--- src/rtl/dot_scan_ctrl.sv ---
`default_nettype none
// ============================================================================
// Module   : dot_scan_ctrl
// Brief    : Per-frame PacMan/dot collision scanner with score and level state.
// Revision : 1.0 - initial release
// ============================================================================
module dot_scan_ctrl #(
  parameter int NUM_DOTS   = 32,
  parameter int DOT_POINTS = 10
) (
  input  logic        Clk,
  input  logic        Reset,
  input  logic        frame_tick,
  input  logic        level_restart,
  input  logic [9:0]  pX,
  input  logic [9:0]  pY,
  input  logic [9:0]  pS,
  output logic [4:0]  dot_idx,
  input  logic [9:0]  dot_x,
  input  logic [9:0]  dot_y,
  output logic [31:0] eaten,
  output logic [5:0]  dots_left,
  output logic [15:0] score,
  output logic        dot_pulse,
  output logic        scan_done,
  output logic        busy,
  output logic        level_clear,
  output logic        overrun
);

  localparam logic [1:0] c_IDLE = 2'd0;
  localparam logic [1:0] c_SCAN = 2'd1;
  localparam logic [1:0] c_DONE = 2'd2;

  localparam logic [4:0]  c_LAST = 5'(NUM_DOTS - 1);
  localparam logic [5:0]  c_FULL = 6'(NUM_DOTS);
  localparam logic [31:0] c_MASK = 32'((64'd1 << NUM_DOTS) - 64'd1);
  localparam logic [16:0] c_PTS  = 17'(DOT_POINTS);

  logic [1:0]  state_q, state_d;
  logic [4:0]  idx_q, idx_d;
  logic [9:0]  px_q, px_d;
  logic [9:0]  py_q, py_d;
  logic [9:0]  ps_q, ps_d;
  logic [31:0] eaten_q, eaten_d;
  logic [5:0]  left_q, left_d;
  logic [15:0] score_q, score_d;
  logic        clear_q, clear_d;
  logic        ovr_q, ovr_d;

  logic [10:0] w_dx, w_dy, w_rad;
  logic        w_hit, w_new_hit, w_start;
  logic [16:0] w_sum;

  // Differences are formed in 11 bits so that no coordinate pair can wrap.
  always_comb begin
    w_rad = {1'b0, ps_q};
    if (dot_x >= px_q) w_dx = {1'b0, dot_x} - {1'b0, px_q};
    else               w_dx = {1'b0, px_q} - {1'b0, dot_x};
    if (dot_y >= py_q) w_dy = {1'b0, dot_y} - {1'b0, py_q};
    else               w_dy = {1'b0, py_q} - {1'b0, dot_y};
    w_hit = (w_dx <= w_rad) && (w_dy <= w_rad);
  end

  assign w_start   = (state_q == c_IDLE) && frame_tick && !level_restart;
  assign w_new_hit = (state_q == c_SCAN) && w_hit && !eaten_q[idx_q] && !level_restart;
  assign w_sum     = {1'b0, score_q} + c_PTS;

  // State register
  always_ff @(posedge Clk or negedge Reset) begin
    if (!Reset) state_q <= c_IDLE;
    else        state_q <= state_d;
  end

  // Next-state logic
  always_comb begin
    state_d = state_q;
    if (level_restart) begin
      state_d = c_IDLE;
    end else begin
      case (state_q)
        c_IDLE:  if (frame_tick) state_d = c_SCAN;
        c_SCAN:  if (idx_q == c_LAST) state_d = c_DONE;
        c_DONE:  state_d = c_IDLE;
        default: state_d = c_IDLE;
      endcase
    end
  end

  // Output logic
  always_comb begin
    busy      = (state_q == c_SCAN) || (state_q == c_DONE);
    scan_done = (state_q == c_DONE);
    dot_pulse = w_new_hit;
  end

  // Datapath next-state
  always_comb begin
    idx_d   = 5'd0;
    px_d    = px_q;
    py_d    = py_q;
    ps_d    = ps_q;
    eaten_d = eaten_q;
    left_d  = left_q;
    score_d = score_q;
    clear_d = clear_q;
    ovr_d   = ovr_q;

    if (level_restart) begin
      eaten_d = 32'd0;
      left_d  = c_FULL;
      clear_d = 1'b0;
      ovr_d   = 1'b0;
    end else begin
      if (w_start) begin
        px_d = pX;
        py_d = pY;
        ps_d = pS;
      end
      if ((state_q == c_SCAN) && (idx_q != c_LAST)) idx_d = idx_q + 5'd1;
      if (w_new_hit) begin
        eaten_d = (eaten_q | (32'd1 << idx_q)) & c_MASK;
        if (left_q != 6'd0) left_d = left_q - 6'd1;
        score_d = w_sum[16] ? 16'hFFFF : w_sum[15:0];
      end
      if ((state_q == c_DONE) && (left_q == 6'd0)) clear_d = 1'b1;
      if (frame_tick && (state_q != c_IDLE)) ovr_d = 1'b1;
    end
  end

  always_ff @(posedge Clk or negedge Reset) begin
    if (!Reset) begin
      idx_q   <= 5'd0;
      px_q    <= 10'd0;
      py_q    <= 10'd0;
      ps_q    <= 10'd0;
      eaten_q <= 32'd0;
      left_q  <= c_FULL;
      score_q <= 16'd0;
      clear_q <= 1'b0;
      ovr_q   <= 1'b0;
    end else begin
      idx_q   <= idx_d;
      px_q    <= px_d;
      py_q    <= py_d;
      ps_q    <= ps_d;
      eaten_q <= eaten_d;
      left_q  <= left_d;
      score_q <= score_d;
      clear_q <= clear_d;
      ovr_q   <= ovr_d;
    end
  end

  assign dot_idx     = idx_q;
  assign eaten       = eaten_q;
  assign dots_left   = left_q;
  assign score       = score_q;
  assign level_clear = clear_q;
  assign overrun     = ovr_q;

endmodule
`default_nettype wire
--- config.mk ---
export PLATFORM = sky130hd
export DESIGN_NAME = dot_scan_ctrl
export DESIGN_NICKNAME = d
export VERILOG_FILES = /design/src/rtl/dot_scan_ctrl.sv
export SDC_FILE = /design/constraint.sdc
export NUM_CORES = 1
export LEC_CHECK = 0
export BUFFER_PORTS_ARGS = -buffer_cell sky130_fd_sc_hd__buf_2
export CAP_MARGIN = 20
export CORE_MARGIN = 5
export CORE_UTILIZATION = 50
export DETAILED_ROUTE_END_ITERATION = 6
export MAX_ROUTING_LAYER = met4
export PLACE_DENSITY_LB_ADDON = 0.08
export REMOVE_ABC_BUFFERS = 1
export SETUP_SLACK_MARGIN = 0.2
export SLEW_MARGIN = 0
export SYNTH_ARGS = -nofsm -noshare
export SYNTH_HDL_FRONTEND = slang
export SYNTH_SLANG_ARGS = --single-unit
export TNS_END_PERCENT = 30
--- constraint.sdc ---
create_clock -name Clk -period 4.4 [get_ports Clk]
set_input_delay 0.22 -clock Clk [delete_from_list [all_inputs] [get_ports Clk]]
set_output_delay 0.22 -clock Clk [all_outputs]
set_load 0.01 [all_outputs]
Word-level counts from Yosys, hierarchy flattened
Cells that the tools add are included.
{ "classes": {"add_sub_neg": 7, "mul": 0, "div": 0, "order_cmp": 5, "n_eq_ne": 6, "shift": 1, "muxes": 20, "bitwise_logic": 2, "n_reduce_logical": 24} }
{ "ops": {"columns": ["op", "count"], "rows": [
  ["2-to-1 mux 32 bit", 2],
  ["subtractor 10 x 10 -> 11 bit", 4],
  ["bitwise OR 32 bit", 1],
  ["left shift 1 x 5 -> 32 bit, first input constant", 1],
  ["less-or-equal comparator 11 x 10 -> 1 bit", 2],
  ["2-to-1 mux 11 bit", 2],
  [">= comparator 10 bit", 2],
  ["2-to-1 mux 6 bit", 3],
  ["adder 16 x 4 -> 17 bit, second input constant", 1],
  ["2-to-1 mux 16 bit", 1],
  ["2-to-1 mux 5 bit", 2],
  ["nonzero test 2 bit", 5],
  ["logical AND 1 bit", 9],
  ["AND reduction 2 bit", 4],
  ["zero test 6 bit", 1],
  ["less-than comparator 5 x 6 -> 1 bit, second input constant", 1],
  ["2-to-1 mux 2 bit", 3],
  ["nonzero test 6 bit", 1],
  ["subtractor 6 x 1 -> 6 bit, second input constant", 1],
  ["adder 5 x 1 -> 5 bit, second input constant", 1],
  ["binary-select mux 1 bit (select 5 bit)", 1],
  ["equality test 5 bit, second input constant", 1],
  ["2-to-1 mux 1 bit", 5],
  ["!= test 5 bit, second input constant", 1],
  ["other kinds (9)", 10]
]} }
{ "word_totals": {"reg_bits": 93, "latchBits": 0, "ram_bits": 0, "rom_bits": 0, "output_inout_bits": 64, "elab_cells": 75, "memories": 0} }

Longest topological paths before layout
Gate-level depths: netlist (run 1).
{ "logic_depth": {"depth_word": 9, "ltp_mapped": 24, "mapped_depth_nobuf": 21} }

Worst setup path before layout (run 1)
Ideal clock, no wire load.
{ "synth_path": {"path_type": "reg-to-reg", "start": "register px_q[1]", "end": "register score_q[4] (netlist: score[4])", "arrival_ns": 4.498, "required_time_ns": 4.275, "setup_slack_ns": -0.223, "stages_incl_launch_ff": 21, "n_path_buf": 1, "period_less_slack_ns": 4.623, "path_cell_list": "dfrtp_1 ha_1 nor2b_1 o31a_1 o21ai_0 o211ai_1 clkbuf_1 a211o_1 a31oi_1 xnor2_1 ha_1 nand4_1 or3_1 o21ai_0 a32o_1 nand3_1 nor3_4 nand2_2 clkinv_2 nor2b_1 mux2_2"} }
{ "synth_between": {"elab_chain_cells": 8, "elab_cells_between_ends": 10, "classes_between": "add/sub: 2; order compare: 2; mux: 1; reduce/logical: 5"} }
{ "synth_rtl": {"columns": ["element", "line_no", "text"], "rows": [
  ["start, declared", "42", "logic [9:0] px_q, px_d;"],
  ["start signal, assigned", "144", "px_q <= px_d;"],
  ["subtractor 10 x 10 -> 11 bit (tied with other cells)", "59", "else w_dx = {1'b0, px_q} - {1'b0, dot_x};"],
  ["2-to-1 mux 11 bit *", "58", "if (dot_x >= px_q) w_dx = {1'b0, dot_x} - {1'b0, px_q};"],
  ["less-or-equal comparator 11 x 10 -> 1 bit *", "62", "w_hit = (w_dx <= w_rad) && (w_dy <= w_rad);"],
  ["logical AND 1 bit *", "62", null],
  ["logical AND 1 bit * (3 in a row)", "66", "assign w_new_hit = (state_q == c_SCAN) && w_hit && !eaten_q[idx_q] && !level_restart;"],
  ["AND reduction 2 bit (no line) *", null, null],
  ["end signal, assigned", "149", "score_q <= score_d;"],
  ["end, declared", "47", "logic [15:0] score_q, score_d;"]
]} }
Every way passes the cells marked *; elsewhere a longest branch is shown, timed or not.
A chain may end at the register's enable or synchronous reset.

Final worst setup path (run 1)
{ "layout_path": {"start": "register px_q[1]", "end": "output port dot_pulse"} }
{ "layout_between": {"elab_chain_cells": 7, "elab_cells_between_ends": 9, "classes_between": "add/sub: 2; order compare: 2; mux: 1; reduce/logical: 4"} }
{ "layout_rtl": {"columns": ["element", "line_no", "text"], "rows": [
  ["subtractor 10 x 10 -> 11 bit (tied with other cells)", "59", null],
  ["2-to-1 mux 11 bit *", "58", null],
  ["less-or-equal comparator 11 x 10 -> 1 bit *", "62", null],
  ["logical AND 1 bit *", "62", null],
  ["logical AND 1 bit * (3 in a row)", "66", null],
  ["end, declared", "24", "output logic dot_pulse,"]
]} }
Marks and branches as above.

==> flow_summary.ini, run 1 <==
[floorplan]
core_um2 = 13100
placement_rows = 42
floorplan.die_area_um2 = 15700
die-height_um = 125
die_width_um = 125
design.portCount = 118
start_util = 0.505

[global_routing]
grt_pass1_vias = 6030
gr-total-overflow = 0
groute.usage.overall = 0.235
grt_start_max_net_pins = 54
grt_first_pass_wirelength_um = 29700
grt_antenna_before_repair = 0

[sta]
postLayoutSetupSlackWorst_ns = -0.0477
worst_hold_slack_ns = 0.0966
setup_viol = 1
count_of_final_hold_check_violations = 0
grt_setup_unrepaired = yes
worstMarginPinSlew_ns = 0.969
timing.fmax_mhz = 225
timing.final.crit_period_ns = 4.45
finalMaxSlewViolations = 0
final_worst_path_period_share = 1.01
relative_slew_margins = 0.353
final.setup_skew_ns = 0.0104

[cts]
htree_num_levels = 3
clk_latency_ns = 0.35
number_of_buffers_added_by_the_clock_tree_synthesis_step = 9
worst_setup_hold_path_clk_slew_ns = 0.08
cts.path.max_buffers = 2
cell_chosen_for_the_clock_root = sky130_fd_sc_hd__clkbuf_16
tritoncts = done
clock-sinks = 93

[synthesis]
syn_inst = 679
synth_area_um2 = 6640
ys_async_sr_fraction = 1.00
synth-edff-count = 0
yosysUniqueCellTypes = 60
synthesis.yosys.warnings = 0
synth_area_per_cell_um2 = 9.78
synth-main-ff-cell = sky130_fd_sc_hd__dfrtp_1
ys_seq_area_frac = 0.351
ys_ff_latch = 93

[route]
viasPerCell = 5.55
route.detailed.drc = 0
drt-initial-drc-count = 205
routed_wire_length_per_instance_um = 16.8
detailedRoute.firstPassIterationCount = 5
final_antenna_net_count = 0
routed_wirelength_um = 17700
dr_total_vias = 5851

[layout]
num-nets-final = 1004
final-seq-area_um2 = 2330
antennaDiodeCount = 0
areaGrowthSynthToFinish_pct = 31.8
number_of_inserted_filler_cells_in_the_final_layout = 1091
multi_input_area_um2 = 4200
drive_above_1_share = 0.370

[critical_path]
critPathLaunchType = flop
critical_path_required_ns = 4.18
critical-path-slowest-cell = sky130_fd_sc_hd__dfrtp_1
setup.reg_to_reg.worst_slack_ns = 0.01
cp_data_arrival_time_ns = 4.23
worstPathCellList = ha_4 > nor2b_4 > o31a_1 > o21ai_2 > o211ai_1 > buf_4 > buf_6 > mux2_4 > a31oi_4 > xnor2_2 > ha_1 > nand4_1 > buf_4 > buf_4 > nor2_2 > o21ai_1 > a32o_2 > nand3_4 > nor3_4 > nand2_2 > clkinv_4 > buf_6 > buf_6
critPathKind = reg -> out
slowest_delay_ns = 0.42
cp_max_fo = 7
worst_setup_path_end_kind = output port

[placed_design]
hpwl_after_detailed_placement_um = 12800
placement.setup.worst_slack_ns = -0.249
finalWeightedCongestion = 0.891
port_buffers = 117

[worst_hold_path]
holdCritPathClass = in -> reg

[job]
cap_viol_max_count = 0

[status]
violations = negative setup slack
status = finished with violations

[power_and_ir_drop]
static-leakage-power_uw = 0.00432
vdd_ir_drop_max_mv = 0.219
power_per_cell_area_nw_per_um2 = 481
## where the power goes
part / internal (uW) / leakage (uW) / switching [uW] / total (uW)
sequential: 967 / 0.00122 / 109 / 1080
clock: 449 / 0.000148 / 372 / 821
combinational: 1180 / 0.00296 / 1120 / 2310
## per-layer routing
metal	routed length, um	global-route usage	share of wire
met5	0	-	0
met4	345	0.0727	0.019
met3	677	0.0277	0.038
met2	8770	0.385	0.49
met1	7930	0.306	0.45
## cells in the final DEF (no fill, tap or decap), types with 6 or more instances in the layout
master                      count
sky130_fd_sc_hd__ha_4           8
sky130_fd_sc_hd__a21o_1        10
sky130_fd_sc_hd__buf_6         15
sky130_fd_sc_hd__nor3_1         6
sky130_fd_sc_hd__xnor2_1       11
sky130_fd_sc_hd__o21ai_0       14
sky130_fd_sc_hd__mux4_2        10
sky130_fd_sc_hd__nor2b_1       14
sky130_fd_sc_hd__o21a_1        11
sky130_fd_sc_hd__buf_2        115
sky130_fd_sc_hd__and3_1         6
sky130_fd_sc_hd__mux2_2        38
sky130_fd_sc_hd__ha_1          64
sky130_fd_sc_hd__nand4_1       14
sky130_fd_sc_hd__nor2_1        33
sky130_fd_sc_hd__clkbuf_16      9
sky130_fd_sc_hd__nand3_1       16
sky130_fd_sc_hd__o2bb2ai_1     17
sky130_fd_sc_hd__a31oi_1       11
sky130_fd_sc_hd__nand2_1       34
sky130_fd_sc_hd__buf_4         77
sky130_fd_sc_hd__a21oi_1       42
sky130_fd_sc_hd__inv_1         81
sky130_fd_sc_hd__mux2i_1       11
sky130_fd_sc_hd__dfrtp_1       92
sky130_fd_sc_hd__o21bai_1       6
## worst max-delay path: cells and delay by family (launching register included)
family / cells / cell delay [ns]
simple gates: 6 / 0.55
flops: 1 / 0.42
buf+inv: 7 / 0.90
compound gates: 6 / 1.12
fa+ha+maj: 2 / 0.50
xor+xnor: 1 / 0.09
mux: 1 / 0.30
## sequential cells by signal, summed over array words and instances, names as in the netlist
name         cells
dots_left        6
overrun          1
py_q            10
dot_idx          5
px_q            10
eaten           32
ps_q            10
state_q          2
score           16
level_clear      1
## cell families after synthesis
family	share of synthesized area
AND/OR/NAND/NOR	0.126
multiplexers	0.128
XOR/XNOR	0.0224
buffers and inverters	0.0633
flip-flops	0.351
AO/OA/AOI/OAI	0.160
adder cells (fa/ha/maj)	0.150
## area by class of cell
| class | instances | share of cell area |
|---|---|---|
| multi-input combinational | 477 | 0.480 |
| sequential | 93 | 0.266 |
| timing repair buffer | 210 | 0.158 |
| inverter | 82 | 0.0358 |
| clock buffer | 9 | 0.0257 |
| tap | 176 | 0.0252 |
| clock inverter | 7 | 0.00915 |
## synthesized netlist by cell type, types with 4 or more instances
library cell,number,area (um^2)
sky130_fd_sc_hd__nand2_1,35,131
sky130_fd_sc_hd__a41oi_1,5,43.8
sky130_fd_sc_hd__mux4_2,10,225
sky130_fd_sc_hd__nor3_1,8,40.0
sky130_fd_sc_hd__nand4b_1,5,43.8
sky130_fd_sc_hd__xnor2_1,12,105
sky130_fd_sc_hd__xor2_1,5,43.8
sky130_fd_sc_hd__o21bai_1,6,45.0
sky130_fd_sc_hd__o211ai_1,4,30.0
sky130_fd_sc_hd__clkbuf_1,22,82.6
sky130_fd_sc_hd__a21o_1,10,75.1
sky130_fd_sc_hd__mux2_2,41,462
sky130_fd_sc_hd__o21a_1,11,82.6
sky130_fd_sc_hd__nand3_1,18,90.1
sky130_fd_sc_hd__a21oi_1,45,225
sky130_fd_sc_hd__o2bb2ai_1,17,149
sky130_fd_sc_hd__a31oi_1,14,87.6
sky130_fd_sc_hd__and3_1,6,37.5
sky130_fd_sc_hd__ha_1,73,913
sky130_fd_sc_hd__nor2_1,34,128
sky130_fd_sc_hd__inv_1,81,304
sky130_fd_sc_hd__mux2i_1,13,130
sky130_fd_sc_hd__nor2b_1,17,106
sky130_fd_sc_hd__fa_1,4,80.1
sky130_fd_sc_hd__nor4_1,5,31.3
sky130_fd_sc_hd__nand3b_1,4,30.0
sky130_fd_sc_hd__o21ai_0,19,95.1
sky130_fd_sc_hd__dfrtp_1,92,2300
sky130_fd_sc_hd__nand4_1,14,87.6
## path summary, 6_finish.rpt
check,start,end,cells past startpoint
max,px_q[1],dot_pulse,23
min,pX[3],px_q[3],2
max reg2reg,px_q[1],dots_left[2],24
min reg2reg,score[0],score[0],1
max in group asynchronous,Reset,eaten[15],3
min in group asynchronous,Reset,py_q[4],2
## what timing repair did
action                     4_1_cts  5_1_grt
hold endpoints to repair        40        0
setup endpoints to repair       55       55
buffers inserted                14       16
hold buffers                     1        0
pin swaps                       32       24
resized for setup               38       34
gates cloned                     1        0
## stage by stage
stage	setup TNS (ns)	total power, uW	util	instance area, um^2	cells
after floorplan	-29.08	2350	-	6530	652
after global placement	-1.61	2950	0.593	7790	1006
after detailed placement	-5.96	2990	0.593	7790	1006
after CTS	-1.86	4000	0.641	8420	1038
after global routing	-10.72	4540	0.666	8750	1054
final	-0.0477	4200	0.666	8750	1054
Note: power is estimated with default switching activity, not from simulation.
==> inputs of run 2 (changes only) <==
--- a/config.mk
+++ b/config.mk
@@ -11,7 +11,7 @@
 export CORE_UTILIZATION = 50
 export DETAILED_ROUTE_END_ITERATION = 6
 export MAX_ROUTING_LAYER = met4
-export PLACE_DENSITY_LB_ADDON = 0.08
+export PLACE_DENSITY = 0.76
 export REMOVE_ABC_BUFFERS = 1
 export SETUP_SLACK_MARGIN = 0.2
 export SLEW_MARGIN = 0
==> run 2 against run 1 <==
The flow still finishes with violations (negative setup slack). Die area unchanged. Final cell count down 0.76%. First-iteration DRC count up 77%. Non-clock buffer count down 8. Clock power down 5.5%.
==> flow_summary.ini, run 2 (synthesized netlist as in run 1, its figures left out) <==
[floorplan]
core_um2 = 13100
die_width_um = 125
floorplan.die_area_um2 = 15700
die-height_um = 125
placement_rows = 42
start_util = 0.505
design.portCount = 118

[route]
drt-initial-drc-count = 363
routed-wl-met2_um = 8850
final_antenna_net_count = 0
dr_total_vias = 5888
viasPerCell = 5.63
wirelength_met1_um = 7820
top_layer_used = met4
routed_wire_length_per_instance_um = 17.0
routed_wirelength_um = 17800
met3_length_um = 970
route.detailed.drc = 0
detailedRoute.firstPassIterationCount = 4

[layout]
most_common_library_cell_in_the_layout_ignoring_fill_and_taps = sky130_fd_sc_hd__buf_2
most_frequent_cells_in_the_layout = sky130_fd_sc_hd__buf_2 (116), sky130_fd_sc_hd__dfrtp_1 (92), sky130_fd_sc_hd__inv_1 (81)
areaGrowthSynthToFinish_pct = 31.9
finalNonFillerCells = 1046
num-nets-final = 996
finalCoreUtilization = 0.667
drive_above_1_share = 0.382
number_of_inserted_filler_cells_in_the_final_layout = 1031
antennaDiodeCount = 0
largest_reg_flops = 32

[sta]
relative_slew_margins = 0.322
grt_setup_unrepaired = yes
timing.fmax_mhz = 224
postLayoutSetupSlackWorst_ns = -0.0659
count_of_final_hold_check_violations = 0
setup_viol = 3
final.setup_skew_ns = 0.00987
final_worst_path_period_share = 1.01
finalMaxSlewViolations = 0
timing.final.crit_period_ns = 4.47
worstMarginPinSlew_ns = 1.02

[cts]
clk_latency_ns = 0.36
worst_setup_hold_path_clk_slew_ns = 0.07
htree_num_levels = 3
cts.path.max_buffers = 2
number_of_buffers_added_by_the_clock_tree_synthesis_step = 9
cell_chosen_for_the_clock_root = sky130_fd_sc_hd__clkbuf_16
tritoncts = done
clock-sinks = 93

[critical_path]
critical_path.startpoint = py_q[1]
worstPathCellList = ha_4 > buf_4 > nand4_1 > o31ai_4 > a21o_1 > mux2i_2 > or3b_4 > o211ai_1 > xor2_1 > ha_1 > o21a_1 > o21a_1 > o32ai_2 > a31o_2 > nand3_4 > nor3_4 > nand2_2 > clkinv_4 > buf_6 > buf_6
setup.reg_to_reg.worst_slack_ns = -0.05
cp_data_arrival_time_ns = 4.25
worst_setup_path_endpoint = dot_pulse
critical-path-slowest-cell = sky130_fd_sc_hd__dfrtp_1
r2r-end = score[6]
critPathKind = reg -> out
critPathLaunchType = flop
reg2regPathDepth = 23
worst_setup_path_end_kind = output port
cp_max_fo = 2
rr_startpoint = py_q[1]
slowest_delay_ns = 0.42
critical_path_required_ns = 4.18

[global_routing]
grt_first_pass_wirelength_um = 28800
groute.usage.overall = 0.227
grt_start_max_net_pins = 63
grt_antenna_before_repair = 0
grt_pass1_vias = 5856
gr-total-overflow = 0

[placed_design]
numPlacedInstances = 999
port_buffers = 117
hpwl_after_detailed_placement_um = 12300
finalWeightedCongestion = 0.968

[job]
cap_viol_max_count = 0

[power_and_ir_drop]
static-leakage-power_uw = 0.00429
vdd_ir_drop_max_mv = 0.330
power_per_cell_area_nw_per_um2 = 473

[status]
status = finished with violations
violations = negative setup slack

[worst_hold_path]
holdCritPathClass = in -> reg
==> run 2: changes by cell type in the layout (fill, tap and decap cells not counted), sizes merged <==
cell and change:
bufinv -1, inv -1, clkinvlp +1, clkinv +1
buf -8
==> run 2: cell type report <==
class | count | area (um^2) | area share
clock buffer | 9 | 225 | 0.0257
inverter | 82 | 313 | 0.0357
timing repair buffer | 202 | 1310 | 0.150
multi-input combinational | 477 | 4290 | 0.490
sequential | 93 | 2330 | 0.266
clock inverter | 7 | 68.8 | 0.00786
tap | 176 | 220 | 0.0251
==> run 2: timing repair <==
| item | 4_1_cts | 5_1_grt |
|---|---|---|
| buffers inserted | 23 | 5 |
| gates resized for setup | 36 | 55 |
| gates cloned | 2 | 0 |
| pin swaps | 25 | 35 |
| setup endpoints to repair | 55 | 55 |
| hold endpoints to repair | 45 | 0 |
| hold buffers | 1 | 0 |
==> run 2: routing by layer <==
metal | track usage | up-vias
met5 | - | -
met4 | 0.0517 | 0
met3 | 0.0443 | 17
met2 | 0.364 | 189
met1 | 0.300 | 2883
li1 | - | 2799
==> run 2: power breakdown <==
| part | internal (uW) | switching [uW] |
|---|---|---|
| sequential | 967 | 114 |
| combinational | 1150 | 1130 |
| clock | 396 | 379 |
| total | 2510 | 1620 |
==> run 2: how the worst min path moves through the flow <==
stage | from | to | cells past startpoint
6_report | pX[6] | px_q[6] | 2
5_1_grt | pY[9] | py_q[9] | 2
4_1_cts | pX[6] | px_q[6] | 2
3_5_place_dp | Reset | py_q[2] | 1
3_3_place_gp | Reset | py_q[2] | 1
2_1_floorplan | Reset | dot_idx[0] | 0
==> run 2: per-stage QoR <==
stage | power (uW) | hold slack, ns | area [um^2] | TNS [ns] | setup WS (ns)
after floorplan | 2350 | -0.0756 | 6530 | -29.08 | -0.952
after global placement | 2910 | 0.365 | 7740 | -0.120 | -0.0323
after detailed placement | 2950 | 0.373 | 7740 | -1.45 | -0.0968
after CTS | 3960 | 0.0837 | 8420 | -0.0506 | -0.0506
after global routing | 4430 | 0.0995 | 8760 | -5.36 | -0.252
final | 4140 | 0.0928 | 8760 | -0.163 | -0.0659
==> run 2: worst max-delay path: cells and delay by family (launching register included) <==
family / cells / cell delay (ns)
compound gates: 7 / 1.17
simple gates: 5 / 0.93
fa+ha+maj: 2 / 0.55
flops: 1 / 0.42
buf+inv: 4 / 0.39
mux: 1 / 0.25
xor+xnor: 1 / 0.18
